File: config.mk
export PLATFORM = sky130hd
export DESIGN_NAME = lsu_bus_master_flat
export DESIGN_NICKNAME = d
export VERILOG_FILES = /design/src/rtl/lsu_bus_master_pkg.sv /design/src/rtl/lsu_bus_master_if.sv /design/src/rtl/lsu_bus_master_load_extract.sv /design/src/rtl/lsu_bus_master.sv /design/src/flat_wrapper.sv
export SDC_FILE = /design/constraint.sdc
export NUM_CORES = 1
export LEC_CHECK = 0
export CORE_UTILIZATION = 43
export DETAILED_ROUTE_END_ITERATION = 12
export PLACE_DENSITY = 0.91
export SLEW_MARGIN = 40
export SYNTH_ARGS = -nofsm -noshare
export SYNTH_HDL_FRONTEND = slang
export SYNTH_SLANG_ARGS = --single-unit
File: constraint.sdc
create_clock -name clk -period 2.05 [get_ports clk]
set_input_delay 0.5125 -clock clk [delete_from_list [all_inputs] [get_ports clk]]
set_output_delay 0.5125 -clock clk [all_outputs]
set_load 0.03 [all_outputs]
File: src/rtl/lsu_bus_master_pkg.sv
// Shared types and helpers for the load/store bus master: funct3 encodings,
// FSM states and the store-side lane mask/data builders.
package lsu_pkg;

  typedef enum logic [2:0] {
    LSU_B  = 3'b000,
    LSU_H  = 3'b001,
    LSU_W  = 3'b010,
    LSU_BU = 3'b100,
    LSU_HU = 3'b101
  } lsu_funct3_e;

  typedef enum logic [1:0] {
    ST_IDLE  = 2'd0,
    ST_ISSUE = 2'd1,
    ST_WAIT  = 2'd2,
    ST_RESP  = 2'd3
  } lsu_state_e;

  localparam logic [3:0] MASK_ALL = 4'b1111;

  // Misaligned access or a funct3 with no RV32 load/store meaning.
  function automatic logic lsu_req_err(input logic [2:0] f3, input logic [1:0] a);
    case (f3)
      LSU_B, LSU_BU: return 1'b0;
      LSU_H, LSU_HU: return a[0];
      LSU_W:         return a != 2'b00;
      default:       return 1'b1;
    endcase
  endfunction

  function automatic logic [3:0] lsu_store_mask(input logic [2:0] f3, input logic [1:0] a);
    case (f3)
      LSU_B, LSU_BU: return 4'b0001 << a;
      LSU_H, LSU_HU: return a[1] ? 4'b1100 : 4'b0011;
      default:       return MASK_ALL;
    endcase
  endfunction

  function automatic logic [31:0] lsu_store_data(input logic [2:0] f3, input logic [31:0] wd);
    case (f3)
      LSU_B, LSU_BU: return {4{wd[7:0]}};
      LSU_H, LSU_HU: return {2{wd[15:0]}};
      default:       return wd;
    endcase
  endfunction

endpackage

File: src/rtl/lsu_bus_master_if.sv
// Core request/response handshake plus data-memory bus, grouped for the
// load/store bus master (master modport) and its environment (slave modport).
interface lsu_bus_master_if #(
  parameter int unsigned ADDR_W = 32
) ();

  logic              req_valid;
  logic              req_ready;
  logic              req_we;
  logic [2:0]        req_funct3;
  logic [ADDR_W-1:0] req_addr;
  logic [31:0]       req_wdata;
  logic              rsp_valid;
  logic [31:0]       rsp_rdata;
  logic              rsp_err;
  logic [ADDR_W-1:0] bus_address;
  logic [31:0]       bus_data_out;
  logic              bus_rd_wr_en;
  logic              bus_cs;
  logic [3:0]        bus_mask;
  logic [31:0]       bus_data_in;
  logic              bus_valid;

  modport master (
    input  req_valid, req_we, req_funct3, req_addr, req_wdata,
    input  bus_data_in, bus_valid,
    output req_ready, rsp_valid, rsp_rdata, rsp_err,
    output bus_address, bus_data_out, bus_rd_wr_en, bus_cs, bus_mask
  );

  modport slave (
    output req_valid, req_we, req_funct3, req_addr, req_wdata,
    output bus_data_in, bus_valid,
    input  req_ready, rsp_valid, rsp_rdata, rsp_err,
    input  bus_address, bus_data_out, bus_rd_wr_en, bus_cs, bus_mask
  );

endinterface

File: src/rtl/lsu_bus_master_load_extract.sv
// Combinational load-lane extraction: selects the addressed byte/half/word
// of a 32-bit memory word and sign- or zero-extends it per funct3.
module lsu_load_extract
  import lsu_pkg::*;
(
  input  logic [31:0] word_i,
  input  logic [1:0]  addr_i,
  input  logic [2:0]  funct3_i,
  output logic [31:0] data_o
);

  logic [7:0]  byte_sel;
  logic [15:0] half_sel;

  always_comb begin
    byte_sel = word_i[{addr_i, 3'b000} +: 8];
    half_sel = addr_i[1] ? word_i[31:16] : word_i[15:0];
    case (funct3_i)
      LSU_B:   data_o = {{24{byte_sel[7]}}, byte_sel};
      LSU_BU:  data_o = {24'h000000, byte_sel};
      LSU_H:   data_o = {{16{half_sel[15]}}, half_sel};
      LSU_HU:  data_o = {16'h0000, half_sel};
      LSU_W:   data_o = word_i;
      default: data_o = '0;
    endcase
  end

endmodule

File: src/rtl/lsu_bus_master.sv
// Load/store bus master: one RV32 access at a time, fully registered bus and
// response outputs. Define LSU_TIMEOUT_EN to abort loads stuck in WAIT.
module lsu_bus_master
  import lsu_pkg::*;
#(
  parameter int unsigned TIMEOUT_CYCLES = 16,
  parameter int unsigned ADDR_W         = 32
) (
  input  logic             clk,
  input  logic             rst_n,
  lsu_bus_master_if.master bus
);

  if (TIMEOUT_CYCLES == 0) begin : g_timeout_chk
    $error("TIMEOUT_CYCLES must be nonzero");
  end

  lsu_state_e        state_q, state_d;
  logic [1:0]        addr_lo_q, addr_lo_d;
  logic              we_q, we_d;
  logic [2:0]        f3_q, f3_d;
  logic [ADDR_W-1:0] bus_address_q, bus_address_d;
  logic [31:0]       bus_data_out_q, bus_data_out_d;
  logic              bus_cs_q, bus_cs_d;
  logic              bus_rd_wr_en_q, bus_rd_wr_en_d;
  logic [3:0]        bus_mask_q, bus_mask_d;
  logic              rsp_valid_q, rsp_valid_d;
  logic              rsp_err_q, rsp_err_d;
  logic [31:0]       rsp_rdata_q, rsp_rdata_d;
  logic [31:0]       load_data;

`ifdef LSU_TIMEOUT_EN
  localparam int unsigned CNT_W = $clog2(TIMEOUT_CYCLES + 1);
  logic [CNT_W-1:0] cnt_q, cnt_d;
`endif

  lsu_load_extract u_extract (
    .word_i   (bus.bus_data_in),
    .addr_i   (addr_lo_q),
    .funct3_i (f3_q),
    .data_o   (load_data)
  );

  // Registers are loaded with the value they must show in the next state,
  // so bus_cs/mask/rd_wr_en are valid exactly for the ISSUE cycle.
  always_comb begin
    state_d        = state_q;
    addr_lo_d      = addr_lo_q;
    we_d           = we_q;
    f3_d           = f3_q;
    bus_address_d  = bus_address_q;
    bus_data_out_d = bus_data_out_q;
    bus_cs_d       = 1'b0;
    bus_rd_wr_en_d = 1'b0;
    bus_mask_d     = '0;
    rsp_valid_d    = 1'b0;
    rsp_err_d      = 1'b0;
    rsp_rdata_d    = '0;
`ifdef LSU_TIMEOUT_EN
    cnt_d          = cnt_q;
`endif
    case (state_q)
      ST_IDLE: begin
        if (bus.req_valid) begin
          addr_lo_d = bus.req_addr[1:0];
          we_d      = bus.req_we;
          f3_d      = bus.req_funct3;
          if (lsu_req_err(bus.req_funct3, bus.req_addr[1:0])) begin
            state_d     = ST_RESP;
            rsp_valid_d = 1'b1;
            rsp_err_d   = 1'b1;
          end else begin
            state_d        = ST_ISSUE;
            bus_cs_d       = 1'b1;
            bus_rd_wr_en_d = bus.req_we;
            bus_address_d  = {bus.req_addr[ADDR_W-1:2], 2'b00};
            if (bus.req_we) begin
              bus_mask_d     = lsu_store_mask(bus.req_funct3, bus.req_addr[1:0]);
              bus_data_out_d = lsu_store_data(bus.req_funct3, bus.req_wdata);
            end
          end
        end
      end
      ST_ISSUE: begin
        if (we_q) begin
          state_d     = ST_RESP;
          rsp_valid_d = 1'b1;
        end else begin
          state_d = ST_WAIT;
`ifdef LSU_TIMEOUT_EN
          cnt_d   = '0;
`endif
        end
      end
      ST_WAIT: begin
        if (bus.bus_valid) begin
          state_d     = ST_RESP;
          rsp_valid_d = 1'b1;
          rsp_rdata_d = load_data;
        end
`ifdef LSU_TIMEOUT_EN
        else if (cnt_q == CNT_W'(TIMEOUT_CYCLES - 1)) begin
          state_d     = ST_RESP;
          rsp_valid_d = 1'b1;
          rsp_err_d   = 1'b1;
        end else begin
          cnt_d = cnt_q + CNT_W'(1);
        end
`endif
      end
      ST_RESP: state_d = ST_IDLE;
      default: state_d = ST_IDLE;
    endcase
  end

  always_ff @(posedge clk or negedge rst_n) begin
    if (!rst_n) begin
      state_q        <= ST_IDLE;
      addr_lo_q      <= '0;
      we_q           <= 1'b0;
      f3_q           <= '0;
      bus_address_q  <= '0;
      bus_data_out_q <= '0;
      bus_cs_q       <= 1'b0;
      bus_rd_wr_en_q <= 1'b0;
      bus_mask_q     <= '0;
      rsp_valid_q    <= 1'b0;
      rsp_err_q      <= 1'b0;
      rsp_rdata_q    <= '0;
    end else begin
      state_q        <= state_d;
      addr_lo_q      <= addr_lo_d;
      we_q           <= we_d;
      f3_q           <= f3_d;
      bus_address_q  <= bus_address_d;
      bus_data_out_q <= bus_data_out_d;
      bus_cs_q       <= bus_cs_d;
      bus_rd_wr_en_q <= bus_rd_wr_en_d;
      bus_mask_q     <= bus_mask_d;
      rsp_valid_q    <= rsp_valid_d;
      rsp_err_q      <= rsp_err_d;
      rsp_rdata_q    <= rsp_rdata_d;
    end
  end

`ifdef LSU_TIMEOUT_EN
  always_ff @(posedge clk or negedge rst_n) begin
    if (!rst_n) cnt_q <= '0;
    else        cnt_q <= cnt_d;
  end
`endif

  assign bus.req_ready    = (state_q == ST_IDLE);
  assign bus.rsp_valid    = rsp_valid_q;
  assign bus.rsp_err      = rsp_err_q;
  assign bus.rsp_rdata    = rsp_rdata_q;
  assign bus.bus_address  = bus_address_q;
  assign bus.bus_data_out = bus_data_out_q;
  assign bus.bus_cs       = bus_cs_q;
  assign bus.bus_rd_wr_en = bus_rd_wr_en_q;
  assign bus.bus_mask     = bus_mask_q;

endmodule

File: src/flat_wrapper.sv
// flat-port wrapper written by rule: the top's interface ports become plain ports
module lsu_bus_master_flat import lsu_pkg::*;
#(
  parameter int unsigned TIMEOUT_CYCLES = 16,
  parameter int unsigned ADDR_W         = 32
)
  (clk, rst_n, bus_req_valid, bus_req_we, bus_req_funct3, bus_req_addr, bus_req_wdata, bus_bus_data_in, bus_bus_valid, bus_req_ready, bus_rsp_valid, bus_rsp_rdata, bus_rsp_err, bus_bus_address, bus_bus_data_out, bus_bus_rd_wr_en, bus_bus_cs, bus_bus_mask);
  lsu_bus_master_if #(.ADDR_W(ADDR_W)) bus_i ();
  input  logic clk;
  input  logic rst_n;
  input wire logic [$bits(bus_i.req_valid)-1:0] bus_req_valid;
  input wire logic [$bits(bus_i.req_we)-1:0] bus_req_we;
  input wire logic [$bits(bus_i.req_funct3)-1:0] bus_req_funct3;
  input wire logic [$bits(bus_i.req_addr)-1:0] bus_req_addr;
  input wire logic [$bits(bus_i.req_wdata)-1:0] bus_req_wdata;
  input wire logic [$bits(bus_i.bus_data_in)-1:0] bus_bus_data_in;
  input wire logic [$bits(bus_i.bus_valid)-1:0] bus_bus_valid;
  output wire logic [$bits(bus_i.req_ready)-1:0] bus_req_ready;
  output wire logic [$bits(bus_i.rsp_valid)-1:0] bus_rsp_valid;
  output wire logic [$bits(bus_i.rsp_rdata)-1:0] bus_rsp_rdata;
  output wire logic [$bits(bus_i.rsp_err)-1:0] bus_rsp_err;
  output wire logic [$bits(bus_i.bus_address)-1:0] bus_bus_address;
  output wire logic [$bits(bus_i.bus_data_out)-1:0] bus_bus_data_out;
  output wire logic [$bits(bus_i.bus_rd_wr_en)-1:0] bus_bus_rd_wr_en;
  output wire logic [$bits(bus_i.bus_cs)-1:0] bus_bus_cs;
  output wire logic [$bits(bus_i.bus_mask)-1:0] bus_bus_mask;
  assign bus_i.req_valid = bus_req_valid;
  assign bus_i.req_we = bus_req_we;
  assign bus_i.req_funct3 = bus_req_funct3;
  assign bus_i.req_addr = bus_req_addr;
  assign bus_i.req_wdata = bus_req_wdata;
  assign bus_i.bus_data_in = bus_bus_data_in;
  assign bus_i.bus_valid = bus_bus_valid;
  assign bus_req_ready = bus_i.req_ready;
  assign bus_rsp_valid = bus_i.rsp_valid;
  assign bus_rsp_rdata = bus_i.rsp_rdata;
  assign bus_rsp_err = bus_i.rsp_err;
  assign bus_bus_address = bus_i.bus_address;
  assign bus_bus_data_out = bus_i.bus_data_out;
  assign bus_bus_rd_wr_en = bus_i.bus_rd_wr_en;
  assign bus_bus_cs = bus_i.bus_cs;
  assign bus_bus_mask = bus_i.bus_mask;
  lsu_bus_master #(.TIMEOUT_CYCLES(TIMEOUT_CYCLES), .ADDR_W(ADDR_W)) u_core (.clk(clk), .rst_n(rst_n), .bus(bus_i));
endmodule
==> impl_metrics.py, run 1 <==
metrics = {
    "final_layout": {
        "drive_gt1_frac": 0.2273,
        "diodes": 0,
        "n_fill_cell": 765,
        "areaGrowthSynthToFinish_pct": 54.94,
        "final_cell_mix": "clkdlybuf4s50_1 (204), dfrtp_1 (110), mux2_2 (85)",
        "final_nets": 719,
        "final_core_util": 0.6926,
        "stdcell_count": 756,
        "design_area_sq_mm": 0.007607,
        "final_common_cell": "clkdlybuf4s50_1",
    },
    "synthesis": {
        "ys_warn_count": 0,
        "synth_area_sq_mm": 0.004910,
        "syn_avg_cell_area_sq_um": 12.62,
        "synth-seq-cells": 110,
        "postSynthCellCount": 389,
        "ys.flop_type": "dfrtp_1",
        "ys_seq_area_frac": 0.5607,
        "synth_fa_ha_area_frac": 0.01019,
        "synth_xor_area_frac": 0,
        "synth-simple-area-share": 0.05199,
        "synth_edf_count": 0,
        "ys_types": 38,
        "synth.area.mux_share": 0.2475,
        "synth-compound-area-share": 0.09811,
        "synth_top_family_by_area": "multiplexers",
        "async_reset_ff_frac": 1.000,
    },
    "detailed_routing": {
        "num_vias": 4014,
        "viasPerCell": 5.310,
        "ant_nets": 0,
        "wl_per_cell_um": 18.15,
        "wirelength_mm": 13.72,
        "route.detailed.drc": 0,
        "dr.first_iter.drc_count": 130,
        "dr.pass1.iters": 5,
    },
    "clock_tree": {
        "cts_tree": "done",
        "cts-root-buf": "clkbuf_16",
        "cts_hold_buf": 0,
        "clk_path_buf_depth": 2,
        "clk_latency_ns": 0.35,
        "cts_made_buffers": 9,
        "clock-sinks": 110,
        "htree_levels": 3,
        "clk_pin_slew_ns": 0.08,
    },
    "die": {
        "io_pins": 209,
        "std_cell_rows": 38,
        "die_area_sq_mm": 0.01185,
        "die_y_um": 108.9,
        "initial_utilization": 0.4470,
        "die_w_um": 108.9,
        "fp.coreArea_sq_mm": 0.01098,
    },
    "timing": {
        "timing.fmax_mhz": 512.8,
        "finalSetupTns_ns": 0,
        "rsz0062_at_grt": "false",
        "finalMaxSlewViolations": 0,
        "fin_skew_ns": 0.007594,
        "timing.slew.headroom": 0.6371,
        "fin_crit_ns": 1.950,
        "fin_hold_ws_ns": 0.1481,
        "setup_slack_ns": 0.09983,
        "tightest_slew_ns": 0.5444,
        "period_share": 0.9513,
        "hold_viol_final": 0,
        "setup_violations": 0,
    },
    "grt": {
        "antenna_found_initial": 0,
        "grt_pass1_vias": 4243,
        "grt_pass1_wl_mm": 21.02,
        "grt_max_degree": 65,
        "track_usage": 0.2324,
        "overflow": 0,
    },
    "placement": {
        "gp_congestion": 0.8459,
        "hpwl_mm": 10.20,
        "io_buffers": 206,
        "place_ws_ns": -0.2454,
        "dpl_cell_area_sq_mm": 0.007296,
        "dpl.cell_count": 740,
    },
    "power_and_ir_drop": {
        "pwr-share-comb": 0.504,
        "intPower_mw": 6.477,
        "switching_share": 0.3932,
        "p_leak_nw": 3.250,
        "p_sw_mw": 4.197,
        "cellPowerDensity_mw_per_mm2": 1403,
        "clkPwrFrac": 0.167,
        "power_mw": 10.67,
        "ir_drop_mv": 0.9446,
        "seq_power_share": 0.329,
    },
    "setup_path": {
        "worst-path-max-fanout": 6,
        "slowest_stage": "dfrtp_1",
        "startpoint_type": "register",
        "r2r_start": "u_core.state_q[0]$_DFFE_PN0P_",
        "r2r.worst_path.cells": 7,
        "endpoint_kind": "output pin",
        "critPathKind": "reg -> out",
        "startpoint": "u_core.state_q[0]$_DFFE_PN0P_",
        "regToRegSetupSlack_ns": 0.19,
        "timing.rr.end": "u_core.bus.bus_data_out[29]$_DFFE_PN0P_",
        "cp_data_arrival_time_ns": 1.44,
        "cp_cell_sequence": "inv_1 -> ha_2 -> clkdlybuf4s15_2",
        "critPathRequiredTime_ns": 1.54,
        "slowest_delay_ns": 0.42,
    },
    "status": {
        "status": "completed",
    },
    "job": {
        "maxCapViolations": 0,
    },
    "min_path": {
        "hold_path_class": "in -> async",
    },
}
## synthesized netlist by cell type (all sizes together), types with 2 or more instances
master,n,area (sq um)
o21ai,15,78.83
o32a,7,70.07
mux2,86,972.2
a21oi,37,185.2
ha,4,50.05
nand2b,4,25.02
nor2,4,15.01
inv,7,26.28
nor2b,2,12.51
nand2,37,138.9
a22oi,3,22.52
o31ai,2,15.01
nor3,2,10.01
clkbuf,11,41.29
mux2i,22,220.2
a2bb2oi,7,61.31
nor3b,2,15.01
dfrtp,110,2753
buf,13,80.07
## routing by layer
metal,wire [um],GRT usage
met5,0,0
met4,279,0.08977
met3,1265,0.08548
met2,6801,0.4037
met1,5376,0.2582
## layout make-up
| type | count | area [sq um] | share of cell area |
|---|---|---|---|
| multi-input combinational | 248 | 2021 | 0.2656 |
| inverter | 8 | 30.03 | 0.003947 |
| sequential | 110 | 2753 | 0.3618 |
| clock inverter | 6 | 68.82 | 0.009046 |
| timing repair buffer | 234 | 2321 | 0.3051 |
| tap | 140 | 175.2 | 0.02303 |
| clock buffer | 10 | 239.0 | 0.03141 |
## sequential cells by signal (all words and copies together) (netlist names)
name and cells:
u_core.bus.rsp_valid 1, u_core.bus.bus_address 30, u_core.bus.rsp_err 1, u_core.bus.bus_data_out 32
u_core.addr_lo_q 2, u_core.state_q 2, u_core.bus.bus_cs 1, u_core.bus.rsp_rdata 32
u_core.f3_q 3, u_core.bus.bus_mask 4, u_core.bus.bus_rd_wr_en 1, u_core.we_q 1
## how the worst max path moves through the flow
stage                                              endpoint  slack, ns  cells past startpoint
floorplan           u_core.bus.bus_data_out[24]$_DFFE_PN0P_       0.07                      7
global placement     u_core.bus.bus_address[10]$_DFFE_PN0P_      -0.12                      6
detailed placement  u_core.bus.bus_data_out[29]$_DFFE_PN0P_      -0.25                      6
CTS                                           bus_req_ready       0.03                      3
global route        u_core.bus.bus_data_out[22]$_DFFE_PN0P_       0.03                      6
finish                                        bus_req_ready        0.1                      3
## repair_timing
| item | in CTS | in global routing |
|---|---|---|
| endpoints found under the setup margin | 1 | 1 |
| gates resized for setup | 3 | 1 |
| cloned | 0 | 0 |
| hold endpoints to repair | 0 | 0 |
| buffers inserted | 0 | 0 |
## power by group through the flow
stage,clock network (mW),logic (mW),registers [mW]
after detailed placement,0,5.37,3.54
final,1.79,5.38,3.51
after global routing,1.89,5.67,3.60
after global placement,0,5.25,3.49
after CTS,1.81,5.40,3.52
after floorplan,0,1.78,4.85
## critical path, delay by kind of cell, from the launching register on
| family | cells | cell delay, ns |
|---|---|---|
| fa+ha+maj | 1 | 0.24 |
| buf+inv | 2 | 0.44 |
| flops | 1 | 0.42 |
## kinds of logic (layout without fill, tap and decap cells)
family,Yosys count,after routing
DFF,110,110
muxes,109,109
AOI/OAI and AO/OA,77,77
and+or+nand+nor,56,56
buffers and inverters,32,258
adders and majority gates,4,4
other,1,2
No activity file was read; power rests on OpenSTA's default activity.
==> inputs of run 2 (changes only) <==
CORE_MARGIN = 2   (was not set)
==> impl_metrics.py, run 2 (synthesis gave the netlist of run 1 again) <==
metrics = {
    "power_and_ir_drop": {
        "power_mw": 10.65,
        "p_leak_nw": 3.262,
        "cellPowerDensity_mw_per_mm2": 1399,
        "ir_drop_mv": 1.234,
    },
    "detailed_routing": {
        "ant_nets": 0,
        "wirelength_mm": 14.14,
        "viasPerCell": 5.325,
        "wl_per_cell_um": 18.53,
        "route.detailed.drc": 0,
        "dr.pass1.iters": 4,
        "dr.first_iter.drc_count": 236,
        "num_vias": 4063,
    },
    "grt": {
        "grt_pass1_wl_mm": 22.63,
        "antenna_found_initial": 0,
        "overflow": 0,
        "grt_pass1_vias": 4494,
        "track_usage": 0.2301,
        "grt_max_degree": 39,
    },
    "placement": {
        "hpwl_mm": 10.76,
        "gp_congestion": 0.8613,
        "place_ws_ns": -0.2214,
        "io_buffers": 206,
    },
    "die": {
        "die_area_sq_mm": 0.01229,
        "std_cell_rows": 39,
        "die_y_um": 110.9,
        "initial_utilization": 0.4356,
        "die_w_um": 110.9,
        "fp.coreArea_sq_mm": 0.01127,
        "io_pins": 209,
    },
    "final_layout": {
        "final_common_cell": "clkdlybuf4s50_1",
        "areaGrowthSynthToFinish_pct": 55.12,
        "drive_gt1_frac": 0.2290,
        "final_nets": 723,
        "ff_latch_area_sq_mm": 0.002753,
        "diodes": 0,
        "final_cell_mix": "clkdlybuf4s50_1 (204), dfrtp_1 (110), mux2_2 (85)",
        "multiInputGateArea_sq_mm": 0.002018,
        "n_fill_cell": 776,
    },
    "setup_path": {
        "cp_data_arrival_time_ns": 1.45,
        "r2r.worst_path.cells": 7,
        "startpoint": "u_core.state_q[0]$_DFFE_PN0P_",
        "timing.rr.end": "u_core.bus.bus_data_out[8]$_DFFE_PN0P_",
        "worst-path-max-fanout": 6,
        "endpoint_kind": "output pin",
        "r2r_start": "u_core.state_q[0]$_DFFE_PN0P_",
        "critPathKind": "reg -> out",
        "startpoint_type": "register",
        "critPathRequiredTime_ns": 1.54,
        "regToRegSetupSlack_ns": 0.15,
    },
    "clock_tree": {
        "cts_made_buffers": 9,
        "clk_path_buf_depth": 2,
        "cts-root-buf": "clkbuf_16",
        "clk_latency_ns": 0.35,
        "clk_pin_slew_ns": 0.08,
        "clock-sinks": 110,
        "cts_tree": "done",
        "htree_levels": 3,
        "postCtsSetupRepairBufs": 0,
    },
    "min_path": {
        "hold_path_class": "in -> async",
    },
    "timing": {
        "hold_viol_final": 0,
        "period_share": 0.9596,
        "tightest_slew_ns": 0.5827,
        "setup_slack_ns": 0.08288,
        "rsz0062_at_grt": "false",
        "setup_violations": 0,
        "fin_crit_ns": 1.967,
        "finalMaxSlewViolations": 0,
        "timing.fmax_mhz": 508.4,
        "timing.slew.headroom": 0.6107,
        "fin_skew_ns": 0.009113,
    },
    "job": {
        "maxCapViolations": 0,
    },
    "status": {
        "status": "completed",
    },
}
==> run 2: cell count changes in the layout (fill, tap and decap cells not counted) <==
cell	previous run	this run
buf_4	25	29
bufinv_16	1	0
clkbuf_1	0	1
clkbuf_8	1	0
clkinv_4	2	1
clkinv_8	0	1
clkinvlp_4	1	0
ha_1	3	4
ha_2	1	0
inv_6	1	3
==> run 2: critical path, stage by stage (launching register included) <==
cell	delay, ns
dfrtp_1	0.39
inv_1	0.10
ha_1	0.29
clkdlybuf4s15_2	0.34
==> run 2: power breakdown <==
| group | internal [mW] | switching (mW) |
|---|---|---|
| logic | 2.56 | 2.95 |
| clock network | 0.850 | 0.832 |
| registers | 2.97 | 0.496 |
| total | 6.38 | 4.27 |
==> run 2: metal layers <==
layer,GRT usage,part of all wire,vias up
li1,-,-,1843
met1,0.2658,0.38,1973
met2,0.3988,0.50,220
met3,0.07600,0.093,27
met4,0.08500,0.022,0
met5,0,0,-
==> run 2: layout make-up <==
type,instances,area share
Clock buffer,10,0.03006
Clock inverter,6,0.007393
Inverter,8,0.003943
Multi-Input combinational cell,248,0.2650
Sequential cell,110,0.3614
Tap cell,143,0.02349
Timing Repair Buffer,238,0.3087
==> run 2: how the worst max path moves through the flow <==
stage / to / depth (start not counted)
6_report: bus_req_ready / 3
5_1_grt: bus_req_ready / 3
4_1_cts: bus_req_ready / 3
3_5_place_dp: u_core.bus.bus_address[12]$_DFFE_PN0P_ / 6
3_3_place_gp: u_core.bus.bus_address[10]$_DFFE_PN0P_ / 6
2_1_floorplan: u_core.bus.bus_data_out[24]$_DFFE_PN0P_ / 7
==> run 2: what timing repair did <==
| action | 4_1_cts | 5_1_grt |
|---|---|---|
| gates resized for setup | 3 | 0 |
| hold buffers | 0 | 0 |
| endpoints found under the setup margin | 1 | 0 |
==> run 2: through the flow <==
| stage | setup TNS [ns] | instances | util | area (sq um) | hold slack (ns) |
|---|---|---|---|---|---|
| floorplan | 0 | 390 | - | 4913 | 0.2169 |
| global placement | -8.190 | 747 | 0.6502 | 7330 | 0.4713 |
| detailed placement | -12.29 | 747 | 0.6502 | 7330 | 0.4930 |
| CTS | 0 | 763 | 0.6757 | 7616 | 0.1446 |
| global route | 0 | 763 | 0.6757 | 7616 | 0.1729 |
| finish | 0 | 763 | 0.6757 | 7616 | 0.1324 |
